===== src/rtl/mem_io_unit_if.sv =====
// Bus bundle between the MEM stage, the data-memory BRAM and the I/O space.
// The unit uses the slave modport; the surrounding pipeline/memory side uses master.
interface mem_io_unit_if;
  logic        mem_read_i;
  logic        mem_write_i;
  logic        io_read_i;
  logic        io_write_i;
  logic [1:0]  byte_or_word_i;
  logic [31:0] addr_i;
  logic [31:0] wdata_i;
  logic        dmem_re_o;
  logic        dmem_we_o;
  logic [13:0] dmem_addr_o;
  logic [31:0] bus_wdata_o;
  logic [31:0] dmem_rdata_i;
  logic        io_req_o;
  logic        io_we_o;
  logic [7:0]  io_addr_o;
  logic [31:0] io_rdata_i;
  logic        io_ack_i;
  logic        stall_o;
  logic [31:0] rdata_o;
  logic        rdata_valid_o;
  logic        io_timeout_o;

  modport slave (
    input  mem_read_i, mem_write_i, io_read_i, io_write_i, byte_or_word_i,
    input  addr_i, wdata_i, dmem_rdata_i, io_rdata_i, io_ack_i,
    output dmem_re_o, dmem_we_o, dmem_addr_o, bus_wdata_o,
    output io_req_o, io_we_o, io_addr_o,
    output stall_o, rdata_o, rdata_valid_o, io_timeout_o
  );

  modport master (
    output mem_read_i, mem_write_i, io_read_i, io_write_i, byte_or_word_i,
    output addr_i, wdata_i, dmem_rdata_i, io_rdata_i, io_ack_i,
    input  dmem_re_o, dmem_we_o, dmem_addr_o, bus_wdata_o,
    input  io_req_o, io_we_o, io_addr_o,
    input  stall_o, rdata_o, rdata_valid_o, io_timeout_o
  );
endinterface


===== src/rtl/mem_io_unit.sv =====
// MEM-stage load/store unit: zero-stall stores, 2-stall BRAM loads, handshaked I/O.
// Optional I/O watchdog enabled with `define IO_TIMEOUT_EN.
module mem_io_unit (
  input  logic         clk_i,
  input  logic         rst_n_i,
  mem_io_unit_if.slave bus
);
  typedef enum logic [1:0] {IDLE = 2'd0, MEM_RD = 2'd1, IO_WAIT = 2'd2, DONE = 2'd3} stateT;

  stateT       stateReg, stateNext;
  logic        ioWeReg;
  logic [7:0]  ioAddrReg;
  logic [31:0] wdataReg;
  logic [31:0] rdataReg;
  logic [1:0]  widthReg;
  logic [1:0]  laneReg;
  logic        loadReg;
  logic        selIoWr, selIoRd, selMemWr, selMemRd, selIo;
  logic        dmemRe, dmemWe, stall;
  logic        timeoutHit;
  logic [15:0] unusedAddr;

  assign unusedAddr = bus.addr_i[31:16];

  function automatic logic [31:0] formatLoad(input logic [31:0] word,
                                             input logic [1:0]  width,
                                             input logic [1:0]  lane);
    logic [7:0] laneByte;
    case (lane)
      2'd0:    laneByte = word[7:0];
      2'd1:    laneByte = word[15:8];
      2'd2:    laneByte = word[23:16];
      default: laneByte = word[31:24];
    endcase
    case (width)
      2'b00:   formatLoad = {{24{laneByte[7]}}, laneByte};
      2'b10:   formatLoad = {24'h0, laneByte};
      default: formatLoad = word;
    endcase
  endfunction

  // Fixed strobe priority: io_write > io_read > mem_write > mem_read
  assign selIoWr  = bus.io_write_i;
  assign selIoRd  = !bus.io_write_i && bus.io_read_i;
  assign selMemWr = !bus.io_write_i && !bus.io_read_i && bus.mem_write_i;
  assign selMemRd = !bus.io_write_i && !bus.io_read_i && !bus.mem_write_i && bus.mem_read_i;
  assign selIo    = selIoWr || selIoRd;

  always_ff @(posedge clk_i or negedge rst_n_i) begin
    if (!rst_n_i) stateReg <= IDLE;
    else          stateReg <= stateNext;
  end

  always_comb begin
    stateNext = stateReg;
    dmemRe    = 1'b0;
    dmemWe    = 1'b0;
    stall     = 1'b0;
    case (stateReg)
      IDLE: begin
        if (selIo) begin
          stall     = 1'b1;
          stateNext = IO_WAIT;
        end else if (selMemWr) begin
          dmemWe    = 1'b1;
        end else if (selMemRd) begin
          dmemRe    = 1'b1;
          stall     = 1'b1;
          stateNext = MEM_RD;
        end
      end
      MEM_RD: begin
        stall     = 1'b1;
        stateNext = DONE;
      end
      IO_WAIT: begin
        stall = 1'b1;
        if (bus.io_ack_i || timeoutHit) stateNext = DONE;
      end
      default: stateNext = IDLE;
    endcase
  end

  always_ff @(posedge clk_i or negedge rst_n_i) begin
    if (!rst_n_i) begin
      ioWeReg   <= 1'b0;
      ioAddrReg <= 8'h0;
      wdataReg  <= 32'h0;
      rdataReg  <= 32'h0;
      widthReg  <= 2'b00;
      laneReg   <= 2'b00;
      loadReg   <= 1'b0;
    end else begin
      case (stateReg)
        IDLE: begin
          widthReg <= bus.byte_or_word_i;
          laneReg  <= bus.addr_i[1:0];
          loadReg  <= selIoRd || selMemRd;
          if (selIo) begin
            ioWeReg   <= selIoWr;
            ioAddrReg <= bus.addr_i[7:0];
            wdataReg  <= bus.wdata_i;
          end
        end
        MEM_RD: rdataReg <= formatLoad(bus.dmem_rdata_i, widthReg, laneReg);
        IO_WAIT: begin
          // Ack wins over a timeout landing in the same cycle
          if (bus.io_ack_i)     rdataReg <= formatLoad(bus.io_rdata_i, widthReg, laneReg);
          else if (timeoutHit)  rdataReg <= 32'h0;
        end
        default: ;
      endcase
    end
  end

`ifdef IO_TIMEOUT_EN
  logic [7:0] toCount;
  logic       timeoutReg;

  // Counts IO_WAIT cycles; the 255th unacknowledged cycle aborts the access
  always_ff @(posedge clk_i or negedge rst_n_i) begin
    if (!rst_n_i) begin
      toCount    <= 8'd0;
      timeoutReg <= 1'b0;
    end else begin
      toCount    <= (stateReg == IO_WAIT) ? toCount + 8'd1 : 8'd0;
      timeoutReg <= timeoutHit;
    end
  end

  assign timeoutHit       = (stateReg == IO_WAIT) && !bus.io_ack_i && (toCount == 8'd254);
  assign bus.io_timeout_o = timeoutReg;
`else
  assign timeoutHit       = 1'b0;
  assign bus.io_timeout_o = 1'b0;
`endif

  // Combinational outputs are forced low while reset is asserted
  assign bus.dmem_re_o     = dmemRe && rst_n_i;
  assign bus.dmem_we_o     = dmemWe && rst_n_i;
  assign bus.stall_o       = stall && rst_n_i;
  assign bus.dmem_addr_o   = rst_n_i ? bus.addr_i[15:2] : 14'h0;
  assign bus.bus_wdata_o   = !rst_n_i ? 32'h0 : ((stateReg == IO_WAIT) ? wdataReg : bus.wdata_i);
  assign bus.io_req_o      = (stateReg == IO_WAIT);
  assign bus.io_we_o       = ioWeReg;
  assign bus.io_addr_o     = ioAddrReg;
  assign bus.rdata_o       = rdataReg;
  assign bus.rdata_valid_o = (stateReg == DONE) && loadReg;
endmodule

===== src/flat_wrapper.sv =====
// flat-port wrapper written by rule: the top's interface ports become plain ports
module mem_io_unit_flat 
  (clk_i, rst_n_i, bus_mem_read_i, bus_mem_write_i, bus_io_read_i, bus_io_write_i, bus_byte_or_word_i, bus_addr_i, bus_wdata_i, bus_dmem_rdata_i, bus_io_rdata_i, bus_io_ack_i, bus_dmem_re_o, bus_dmem_we_o, bus_dmem_addr_o, bus_bus_wdata_o, bus_io_req_o, bus_io_we_o, bus_io_addr_o, bus_stall_o, bus_rdata_o, bus_rdata_valid_o, bus_io_timeout_o);
  mem_io_unit_if bus_i ();
  input  logic clk_i;
  input  logic rst_n_i;
  input wire logic [$bits(bus_i.mem_read_i)-1:0] bus_mem_read_i;
  input wire logic [$bits(bus_i.mem_write_i)-1:0] bus_mem_write_i;
  input wire logic [$bits(bus_i.io_read_i)-1:0] bus_io_read_i;
  input wire logic [$bits(bus_i.io_write_i)-1:0] bus_io_write_i;
  input wire logic [$bits(bus_i.byte_or_word_i)-1:0] bus_byte_or_word_i;
  input wire logic [$bits(bus_i.addr_i)-1:0] bus_addr_i;
  input wire logic [$bits(bus_i.wdata_i)-1:0] bus_wdata_i;
  input wire logic [$bits(bus_i.dmem_rdata_i)-1:0] bus_dmem_rdata_i;
  input wire logic [$bits(bus_i.io_rdata_i)-1:0] bus_io_rdata_i;
  input wire logic [$bits(bus_i.io_ack_i)-1:0] bus_io_ack_i;
  output wire logic [$bits(bus_i.dmem_re_o)-1:0] bus_dmem_re_o;
  output wire logic [$bits(bus_i.dmem_we_o)-1:0] bus_dmem_we_o;
  output wire logic [$bits(bus_i.dmem_addr_o)-1:0] bus_dmem_addr_o;
  output wire logic [$bits(bus_i.bus_wdata_o)-1:0] bus_bus_wdata_o;
  output wire logic [$bits(bus_i.io_req_o)-1:0] bus_io_req_o;
  output wire logic [$bits(bus_i.io_we_o)-1:0] bus_io_we_o;
  output wire logic [$bits(bus_i.io_addr_o)-1:0] bus_io_addr_o;
  output wire logic [$bits(bus_i.stall_o)-1:0] bus_stall_o;
  output wire logic [$bits(bus_i.rdata_o)-1:0] bus_rdata_o;
  output wire logic [$bits(bus_i.rdata_valid_o)-1:0] bus_rdata_valid_o;
  output wire logic [$bits(bus_i.io_timeout_o)-1:0] bus_io_timeout_o;
  assign bus_i.mem_read_i = bus_mem_read_i;
  assign bus_i.mem_write_i = bus_mem_write_i;
  assign bus_i.io_read_i = bus_io_read_i;
  assign bus_i.io_write_i = bus_io_write_i;
  assign bus_i.byte_or_word_i = bus_byte_or_word_i;
  assign bus_i.addr_i = bus_addr_i;
  assign bus_i.wdata_i = bus_wdata_i;
  assign bus_i.dmem_rdata_i = bus_dmem_rdata_i;
  assign bus_i.io_rdata_i = bus_io_rdata_i;
  assign bus_i.io_ack_i = bus_io_ack_i;
  assign bus_dmem_re_o = bus_i.dmem_re_o;
  assign bus_dmem_we_o = bus_i.dmem_we_o;
  assign bus_dmem_addr_o = bus_i.dmem_addr_o;
  assign bus_bus_wdata_o = bus_i.bus_wdata_o;
  assign bus_io_req_o = bus_i.io_req_o;
  assign bus_io_we_o = bus_i.io_we_o;
  assign bus_io_addr_o = bus_i.io_addr_o;
  assign bus_stall_o = bus_i.stall_o;
  assign bus_rdata_o = bus_i.rdata_o;
  assign bus_rdata_valid_o = bus_i.rdata_valid_o;
  assign bus_io_timeout_o = bus_i.io_timeout_o;
  mem_io_unit u_core (.clk_i(clk_i), .rst_n_i(rst_n_i), .bus(bus_i));
endmodule

===== config.mk =====
export PLATFORM = sky130hd
export DESIGN_NAME = mem_io_unit_flat
export DESIGN_NICKNAME = d
export VERILOG_FILES = /design/src/rtl/mem_io_unit_if.sv /design/src/rtl/mem_io_unit.sv /design/src/flat_wrapper.sv
export SDC_FILE = /design/constraint.sdc
export NUM_CORES = 1
export LEC_CHECK = 0
export ABC_AREA = 1
export CAP_MARGIN = 0
export CORE_ASPECT_RATIO = 0.9
export CORE_MARGIN = 2
export CORE_UTILIZATION = 37
export CTS_CLUSTER_DIAMETER = 80
export CTS_CLUSTER_SIZE = 24
export DETAILED_ROUTE_END_ITERATION = 10
export GPL_TIMING_DRIVEN = 0
export PLACE_DENSITY_LB_ADDON = 0.3
export RECOVER_POWER = 100
export SLEW_MARGIN = 20
export SYNTH_ARGS = -nofsm -noshare
export SYNTH_HDL_FRONTEND = slang
export SYNTH_SLANG_ARGS = --single-unit

===== constraint.sdc =====
create_clock -name clk_i -period 2.15 [get_ports clk_i]
set_input_delay 0.645 -clock clk_i [delete_from_list [all_inputs] [get_ports clk_i]]
set_output_delay 0.645 -clock clk_i [all_outputs]
set_load 0.1 [all_outputs]

# ---- Word level (Yosys, flattened, before mapping)
# Index checks and enable logic that the tools add are counted.
dict set report word_totals {
  input_bits 137
  regBits 80
}
dict set report classes {
  mux 23
  n_eq_ne 9
  reduce_logical 22
}
# cell count
set ops {}
lappend ops {{one-hot mux 32 bit (2 select lines)} 3}
lappend ops {{2-to-1 mux 32 bit} 3}
lappend ops {{one-hot mux 8 bit (3 select lines)} 2}
lappend ops {{2-to-1 mux 14 bit} 1}
lappend ops {{logical AND 1 bit} 9}
lappend ops {{== test 2 bit (second input constant)} 4}
lappend ops {{2-to-1 mux 1 bit} 8}
lappend ops {{2-to-1 mux 2 bit} 4}
lappend ops {{zero test 2 bit} 3}
lappend ops {{one-hot mux 2 bit (3 select lines)} 1}
lappend ops {{== test 2 x 1 -> 1 bit (second input constant)} 2}
lappend ops {{AND reduction 2 bit} 2}
lappend ops {{zero test 1 bit} 3}
lappend ops {{!= test 3 x 1 -> 1 bit (second input constant)} 1}
lappend ops {{!= test 3 bit (second input constant)} 1}
lappend ops {{AND reduction 3 bit} 1}
lappend ops {{logical OR 1 bit} 2}
lappend ops {{!= test 2 bit (second input constant)} 1}
lappend ops {{one-hot mux 1 bit (2 select lines)} 1}
lappend ops {{nonzero test 2 bit} 1}
lappend ops {{OR reduction 2 bit} 1}

# ---- Logic depth before layout (Yosys ltp)
# Gate-level depths: netlist of run 1.
dict set report depth {
  depth_word 9
  ltp_mapped 12
}

# ---- Worst setup path after synthesis of run 1
# No wires, ideal clock.
dict set report synth_path {
  path_kind {flip-flop to output port}
  start {register u_core.stateReg[0]}
  end {output bus_bus_wdata_o[0]}
  stages_incl_launch_ff 9
  arrival_time_ns 3.533
  slack_ns -2.028
  cell_sequence {dfrtp_1 > inv_1 > ha_1 > buf_6 > inv_1 > buf_4 > clkbuf_1 > buf_2 > a21oi_1}
}
dict set report synth_between {
  elab_chain_cells 3
}
# element line_no
set synth_rtl {}
lappend synth_rtl {{from (decl)} mem_io_unit.sv:10} ;# stateT stateReg, stateNext;
lappend synth_rtl {{from (signal assigned)} mem_io_unit.sv:51} ;# else stateReg <= stateNext;
lappend synth_rtl {{== test 2 bit} --}
lappend synth_rtl {{named net bus_io_req_o} flat_wrapper.sv:21} ;# output wire logic [$bits(bus_i.io_req_o)-1:0] bus_io_req_o;
lappend synth_rtl {{2-to-1 mux 32 bit (2 in a row)} mem_io_unit.sv:143} ;# assign bus.bus_wdata_o = !rst_n_i ? 32'h0 : ((stateReg == IO_WAIT) ? wdataReg : bus.wdata_i);
lappend synth_rtl {{to (decl)} flat_wrapper.sv:20} ;# output wire logic [$bits(bus_i.bus_wdata_o)-1:0] bus_bus_wdata_o;
# The timed path passes the listed nets, and every way through them passes these cells.

# ---- Worst setup path after layout of run 1
dict set report layout_path {
  start {register u_core.stateReg[1]}
  end {output bus_bus_wdata_o[1]}
}
dict set report layout_between {
  elab_chain_cells 3
}
# element line_no
set layout_rtl {}
lappend layout_rtl {{== test 2 bit} mem_io_unit.sv:143}
lappend layout_rtl {{2-to-1 mux 32 bit (2 in a row)} mem_io_unit.sv:143}
# Every way passes these cells.

==> flow_summary.ini, run 1 <==
[setup_path]
crit_path_top_delay_cell = dfrtp_2
cp-endpoint = bus_bus_wdata_o[1]
critPathKind = reg -> out
crit_top_cell = buf_8
start_kind = flop
crit_path_max_fanout = 6
regToRegEndpoint = u_core.bus.rdata_o[18]$_DFFE_PN0P_
cp.required_ps = 1500
critPathMaxStageDelay_ps = 430
worst_r2r_path_depth = 11
critPathLaunch = u_core.stateReg[1]$_DFFE_PN0P_
end_kind = output port
r2r_setup_slack_ps = 130
path_cells = ha_4 > buf_8 > inv_8 > clkbuf_16 > buf_8 > o21ai_2 > a21oi_4 > buf_12
crit_arrival_ps = 1840
rr_startpoint = u_core.stateReg[0]$_DFFE_PN0P_

[final_layout]
n_antenna_cell = 0
area_delta_synth_final_pct = 94.6
num-nets-final = 1068
fin_area_um2 = 8900
drive_gt1_frac = 0.268
final_core_util = 0.737

[logic_synthesis]
synth.avg_cell_area_um2 = 6.80
ys_seq_area_frac = 0.438
synth_area_um2 = 4570
ys_ff_latch = 80
syn-num-nets = 814
yosysUniqueCellTypes = 25
synth_cells = 673
yosys_warnings = 0

[detailed_routing]
drc_errors = 0
wirelength_um = 18800
vias_per_cell = 5.12
num_vias = 5594
post_drt_wl_per_cell_um = 17.3
postRouteAntennaNets = 0
detail_route.iter0.violations = 520
dr.pass1.iters = 5

[die]
io_pins = 230
die-area_um2 = 13300
core_um2 = 12100
row_count = 38
die_x_um = 121
die_h_um = 109
initial_core_util = 0.379

[clocking]
cts_made_buffers = 9
cts_tree = built
htree_levels = 3
cts.path.max_buffers = 2
cts_hold_buf = 0
clk_pin_slew_ps = 60
cts-root-buf = clkbuf_16
cts.sinks = 80
insertion_delay_ps = 340

[place]
port_buffers = 212
place_hpwl_um = 12300
gp_congestion = 0.929
place_area_um2 = 7490

[status]
failed_checks = setup timing
status = complete, but fails checks

[grt]
grt_pass1_vias = 5650
grt_max_degree = 28
track_usage = 0.290
antenna_found_initial = 0
overflow = 0
grt_pass1_wl_um = 29600

[timing]
period_minus_slack_ps = 2480
setup_viol = 50
max_freq_mhz = 403
slew_headroom = 0.125
tightest_slew_ps = 1310
rsz0062_at_grt = yes
slew_violations = 0
hold_violations = 0
skew_ps = 6.87
setup_slack_ps = -330
min_period_over_period = 1.15

[worst_hold_path]
hold_path.class = in -> async

[flow_run]
cap_violations = 0
-- through the flow --
step	worst slack, ps	setup TNS (ps)	cells	hold WS [ps]
global placement	-4830	-438350	1045	453
floorplan	-528	-16830	673	349
global route	-382	-13270	1092	276
finish	-330	-10770	1092	264
CTS	-422	-14220	1090	206
detailed placement	-1840	-86070	1046	461
-- logic make-up after synthesis --
logic type | after synthesis | synth area share
compound gates | 130 | 0.146
buf+inv | 107 | 0.0985
fa+ha+maj | 4 | 0.0109
simple gates | 351 | 0.306
other cells | 1 | 0.000820
flops | 80 | 0.438
-- registers in the layout, summed over array words and instances (netlist names) --
signal / count
u_core.bus.io_we_o: 1
u_core.loadReg: 1
u_core.widthReg: 2
u_core.bus.rdata_o: 32
u_core.wdataReg: 32
u_core.bus.io_addr_o: 8
u_core.laneReg: 2
u_core.stateReg: 2
-- layout by cell type (no fill, tap or decap), types with 23 or more instances in the layout --
cell type        Yosys  routed
dfrtp_1             80      79
nor2_1              90      86
inv_1               64      45
o21ai_0             73      42
buf_4                5      23
o21ai_1              1      28
nand3_1             32      32
clkdlybuf4s50_1      0     116
clkdlybuf4s15_2      0      42
buf_12               0      50
a21oi_4              0      33
nand2_1            213     197
-- how the worst min path moves through the flow --
stage	startpoint	end	slack, ps	cells after the start
after global routing	rst_n_i	u_core.bus.rdata_o[28]$_DFFE_PN0P_	280	2
after floorplan	rst_n_i	u_core.bus.io_addr_o[0]$_DFFE_PN0P_	350	0
after CTS	rst_n_i	u_core.bus.rdata_o[28]$_DFFE_PN0P_	210	2
after detailed placement	u_core.bus.io_we_o$_DFFE_PN0P_	u_core.bus.io_we_o$_DFFE_PN0P_	460	2
after global placement	u_core.bus.io_we_o$_DFFE_PN0P_	u_core.bus.io_we_o$_DFFE_PN0P_	450	2
final	rst_n_i	u_core.bus.rdata_o[24]$_DFFE_PN0P_	260	2
-- layout make-up --
| type | instances | area, um2 |
|---|---|---|
| buffer | 41 | 387 |
| clock buffer | 10 | 239 |
| clock inverter | 6 | 58.8 |
| sequential | 80 | 2000 |
| timing repair buffer | 245 | 2990 |
| fill | 881 | 3180 |
| multi-input combinational | 486 | 2710 |
| inverter | 64 | 303 |
| tap | 160 | 200 |
-- cells in the mapped netlist (all sizes together) --
cell type	count	area [um2]
a21boi	1	7.51
a21oi	49	249
a22oi	3	22.5
a31oi	1	6.26
buf	24	139
clkbuf	19	71.3
conb	1	3.75
dfrtp	80	2000
ha	4	50.1
inv	64	240
nand2	214	806
nand3	32	160
nand4	12	75.1
nor2	90	338
nor3	1	5.00
nor3b	1	7.51
o211ai	1	7.51
o21ai	74	370
o22ai	1	6.26
or2	1	6.26
-- worst max-delay path: cells and delay by family, from the launching register on --
kind	cells	cell delay, ps
buffers and inverters	5	680
flip-flops	1	430
AO/OA/AOI/OAI	2	200
adder cells (fa/ha/maj)	1	170
-- per-layer routing --
layer	share of wire	vias to the layer above	wire length, um	GRT usage
met3	0.089	32	1670	0.0757
met1	0.41	2631	7680	0.358
li1	-	2642	-	-
met4	0.021	0	397	0.0911
met5	0	-	0	0
met2	0.48	289	9090	0.500
-- timing repair --
item                                   in CTS  in global routing
buffers inserted                           22                  4
gates resized for setup                   668                 22
pin swaps                                  14                  3
endpoints found under the hold margin       0                  0
setup endpoints to repair                  92                 77
cloned                                      7                  0
Power of run 1 is left out: the tool's default activity adds up to more than one toggle a clock period on the data nets, which glitch-free logic cannot reach.
==> run 2: changes to the inputs <==
==> constraint.sdc (replaced) <==
create_clock -name clk_i -period 2 [get_ports clk_i]
set_input_delay 0.6 -clock clk_i [delete_from_list [all_inputs] [get_ports clk_i]]
set_output_delay 0.6 -clock clk_i [all_outputs]
set_load 0.1 [all_outputs]
==> flow_summary.ini, run 2 (same netlist as run 1, synthesis figures left out) <==
[setup_path]
critPathLaunch = u_core.stateReg[1]$_DFFE_PN0P_
crit_path_max_fanout = 3
rr_startpoint = u_core.stateReg[1]$_DFFE_PN0P_
start_kind = flop
crit_arrival_ps = 1850
cp.required_ps = 1400
critPathKind = reg -> out
r2r_setup_slack_ps = -90
regToRegEndpoint = u_core.bus.rdata_o[10]$_DFFE_PN0P_
end_kind = output port
worst_r2r_path_depth = 12

[flow_run]
cap_violations = 0

[timing]
slew_headroom = 0.0593
setup_viol = 87
min_period_over_period = 1.22
slew_violations = 0
max_freq_mhz = 409
hold_violations = 0
skew_ps = 6.08
period_minus_slack_ps = 2450
rsz0062_at_grt = yes
tightest_slew_ps = 1410
setup_slack_ps = -448

[place]
gp_congestion = 0.929
place_hpwl_um = 12100
dpl.cell_count = 1046
port_buffers = 212

[detailed_routing]
vias_per_cell = 5.19
post_drt_wl_per_cell_um = 17.7
postRouteAntennaNets = 0
drc_errors = 0
wirelength_um = 19300
num_vias = 5671
dr.pass1.iters = 5
detail_route.iter0.violations = 482

[final_layout]
layout_commonest_cell = nand2_1
fill_cells = 853
multi_input_area_um2 = 2720
area_delta_synth_final_pct = 97.0
drive_gt1_frac = 0.279
ff_latch_area_um2 = 2000
n_antenna_cell = 0
num-nets-final = 1070
stdcell_count = 1093
layout_common_cells = 197 x nand2_1, 105 x clkdlybuf4s50_1, 86 x nor2_1

[clocking]
insertion_delay_ps = 350
cts.sinks = 80
cts.path.max_buffers = 2
htree_levels = 3
clk_pin_slew_ps = 60
cts_made_buffers = 9
cts-root-buf = clkbuf_16
cts_tree = built

[grt]
track_usage = 0.274
grt_max_degree = 26
antenna_found_initial = 0
overflow = 0
grt_pass1_vias = 5577
grt_pass1_wl_um = 28200

[die]
core_um2 = 12100
initial_core_util = 0.379
die_h_um = 109
die_x_um = 121
row_count = 38
die-area_um2 = 13300
io_pins = 230

[status]
failed_checks = setup timing
status = complete, but fails checks

[worst_hold_path]
hold_path.class = in -> async
-- run 2: final cells by class --
cell class,instances,area share
clock buffer,10,0.0265
multi-input combinational,486,0.302
clock inverter,5,0.00639
timing repair buffer,248,0.343
inverter,64,0.0343
sequential,80,0.222
tap,160,0.0222
buffer,40,0.0432
-- run 2: worst max path at each step --
stage / to / slack (ps)
2_1_floorplan: bus_bus_wdata_o[0] / -630
3_5_place_dp: bus_bus_wdata_o[28] / -2040
4_1_cts: bus_bus_wdata_o[8] / -520
6_report: bus_dmem_we_o / -450
3_3_place_gp: bus_bus_wdata_o[29] / -4720
5_1_grt: bus_bus_wdata_o[5] / -500
-- run 2: critical path, stage by stage, from the launching register on --
cell and delay, ps:
dfrtp_2 420, clkbuf_1 140, inv_4 80, ha_4 130
buf_6 90, buf_6 110, nand2_4 60, nor3b_4 240
buf_12 210
-- run 2: per-layer routing --
layer	track usage	routed length, um
met1	0.330	7630
met2	0.458	9580
met3	0.0804	1570
met4	0.121	560
met5	0	0
-- run 2: metrics by stage --
stage,setup WS (ps),utilization,hold slack [ps],cell area [um2],setup TNS [ps]
6_report,-448,0.746,154,9010,-16690
2_1_floorplan,-633,-,304,5190,-20520
4_1_cts,-523,0.724,62.7,8750,-19950
3_3_place_gp,-4720,0.622,453,7510,-447500
3_5_place_dp,-2040,0.623,459,7530,-103430
5_1_grt,-504,0.746,145,9010,-27110
-- run 2: what timing repair did --
item	4_1_cts	5_1_grt
hold buffers	0	0
hold endpoints to repair	0	0
setup buffers	18	9
setup endpoints to repair	102	94
gates resized for setup	632	75
cloned	5	4
pin swaps	13	9
Power of run 2 is left out for the same reason.
==> RTL change, RTL diff (settings of run 2) <==
Add a define of `IO_TIMEOUT_EN`.
--- a/src/rtl/mem_io_unit.sv
+++ b/src/rtl/mem_io_unit.sv
@@ -1,4 +1,6 @@
 // MEM-stage load/store unit: zero-stall stores, 2-stall BRAM loads, handshaked I/O.
 // Optional I/O watchdog enabled with `define IO_TIMEOUT_EN.
+`define IO_TIMEOUT_EN
+
 module mem_io_unit (
   input  logic         clk_i,
Behaviour: no difference found for any inputs over 4 cycles, from zero or initial values and one cycle with rst_n_i low; that may be too few to reach the edited logic, so the function may still have changed.
==> RTL change against run 2 <==
Worst setup slack better by 0.013 ns. Critical path depth is 1 lower. Sequential share of layout area is 0.31 points higher. Synthesized cell count is 26% higher. Sequential cell count is 9 higher. Area after synthesis is 20% higher. Final area is 9.7% higher. Critical endpoint is now bus_stall_o. Highest routed layer unchanged. The run still ends with negative setup slack left. Die area is 19% higher. Final cell count is 20% higher. Register-to-register slack better by 0.23 ns. Global-route usage is 0.11 points higher. Wire length is 14% higher.
==> RTL change: results <==
{
  "status": "complete, but fails checks",
  "violations": "negative setup slack",
  "r2r_end": "u_core.wdataReg[1]",
  "nets": 1248,
  "synth-xor-area-share": 0,
  "yosysSeqAreaShare": 0.406,
  "port_buffers": 213,
  "cts_max_level": 3,
  "fin_skew_ns": 0.00886,
  "grt_pass1_wl_mm": 34.2,
  "first_global_vias": 6540,
  "synth.cells.most_frequent": "nand2_1 (419), dfrtp_1 (89), o21ai_0 (67), inv_1 (65), nor2_1 (62)",
  "dp.cells": 1262,
  "synth-adder-area-share": 0.0137,
  "viasPerCell": 5.05,
  "async_flop_share": 1.00,
  "r2r_slack_ns": 0.14,
  "drive_gt1_frac": 0.251,
  "slew_headroom": 0.315,
  "yosysUniqueCellTypes": 29,
  "reg2reg_from": "u_core.stateReg[1]",
  "critPathLaunch": "u_core.stateReg[1]",
  "synthMuxAreaShare": 0,
  "drt_iter0_markers": 563,
  "synth_fp_nets": 993,
  "cp_max_fo": 4,
  "root_buffer": "clkbuf_16",
  "cts_buffers": 9,
  "grt_max_degree": 32,
  "dr.pass1.iters": 5,
  "synthCells": 850,
  "hold_buffers": 0,
  "insertion_delay_ns": 0.35,
  "antenna_found_initial": 2,
  "synth-compound-area-share": 0.112,
  "synth_top_cells_by_area": "dfrtp_1 (41%), nand2_1 (29%), o21ai_0 (6.1%), inv_1 (4.4%), nor2_1 (4.2%)",
  "dp_hpwl_mm": 14.7,
  "cp.arrival_ns": 1.84,
  "worst_slack_ns": -0.435,
  "setup_tns_ns": -13.94,
  "critPathCapture": "bus_stall_o",
  "dr_total_vias": 6621,
  "grt_usage": 0.275,
  "clk_pin_slew_ns": 0.07,
  "setup_viol": 43,
  "yosys_warnings": 0,
  "gp_congestion": 0.950,
  "ff2ff_path_depth": 8,
  "wl_mm": 22.0
}
-- RTL change: where the power goes --
group	leakage [nW]	internal, mW	switching [mW]
clock network	0.145	0.989	0.815
logic	3.49	4.09	9.03
registers	1.12	2.60	0.543
total	4.76	7.68	10.4
-- RTL change: critical path, cell delays in order, from the launching register on --
cell,delay [ns]
dfrtp_2,0.44
inv_2,0.08
ha_4,0.16
inv_6,0.05
nor2_4,0.12
nand2_4,0.07
a311oi_4,0.33
buf_12,0.22
-- RTL change: final cells by class --
type	instances	area, um^2
clock buffer	10	229
multi-input combinational	643	3340
inverter	70	332
clock inverter	6	75.1
fill	1193	4720
timing repair buffer	245	2960
sequential	89	2230
antenna	2	5.00
tap	198	248
buffer	47	475
-- RTL change: routing by layer --
layer,vias to the layer above,global-route usage,routed length [um]
li1,3123,-,-
met1,3108,0.349,8780
met2,337,0.437,10300
met3,53,0.0955,2200
met4,0,0.0988,715
met5,-,0,0
-- RTL change: through the flow --
step / utilization / setup WS (ns) / cell area, um^2
after detailed placement: 0.583 / -1.89 / 8520
after floorplan: - / -0.549 / 6110
after global placement: 0.581 / -5.32 / 8490
after CTS: 0.671 / -0.388 / 9800
after global routing: 0.677 / -0.485 / 9890
final: 0.677 / -0.435 / 9890
-- RTL change: kinds of logic after synthesis --
| logic type | after synthesis |
|---|---|
| compound gates | 120 |
| simple gates | 517 |
| flops | 89 |
| fa+ha+maj | 6 |
| buf+inv | 118 |
-- RTL change: worst min-delay path by stage --
stage                              end  slack [ns]  cells after the start
2_1_floorplan  u_core.bus.io_addr_o[0]        0.30                      0
3_3_place_gp   u_core.bus.io_addr_o[4]        0.45                      2
3_5_place_dp   u_core.bus.io_addr_o[5]        0.46                      2
4_1_cts             u_core.wdataReg[5]        0.02                      1
5_1_grt             u_core.wdataReg[5]       0.007                      1
6_report            u_core.wdataReg[5]        0.02                      1
-- RTL change: what timing repair did --
item / in CTS / in global routing
setup buffers: 20 / 5
resized for setup: 670 / 43
pin swaps: 12 / 7
endpoints found under the hold margin: 0 / 0
setup endpoints to repair: 93 / 47
gates cloned: 5 / 1
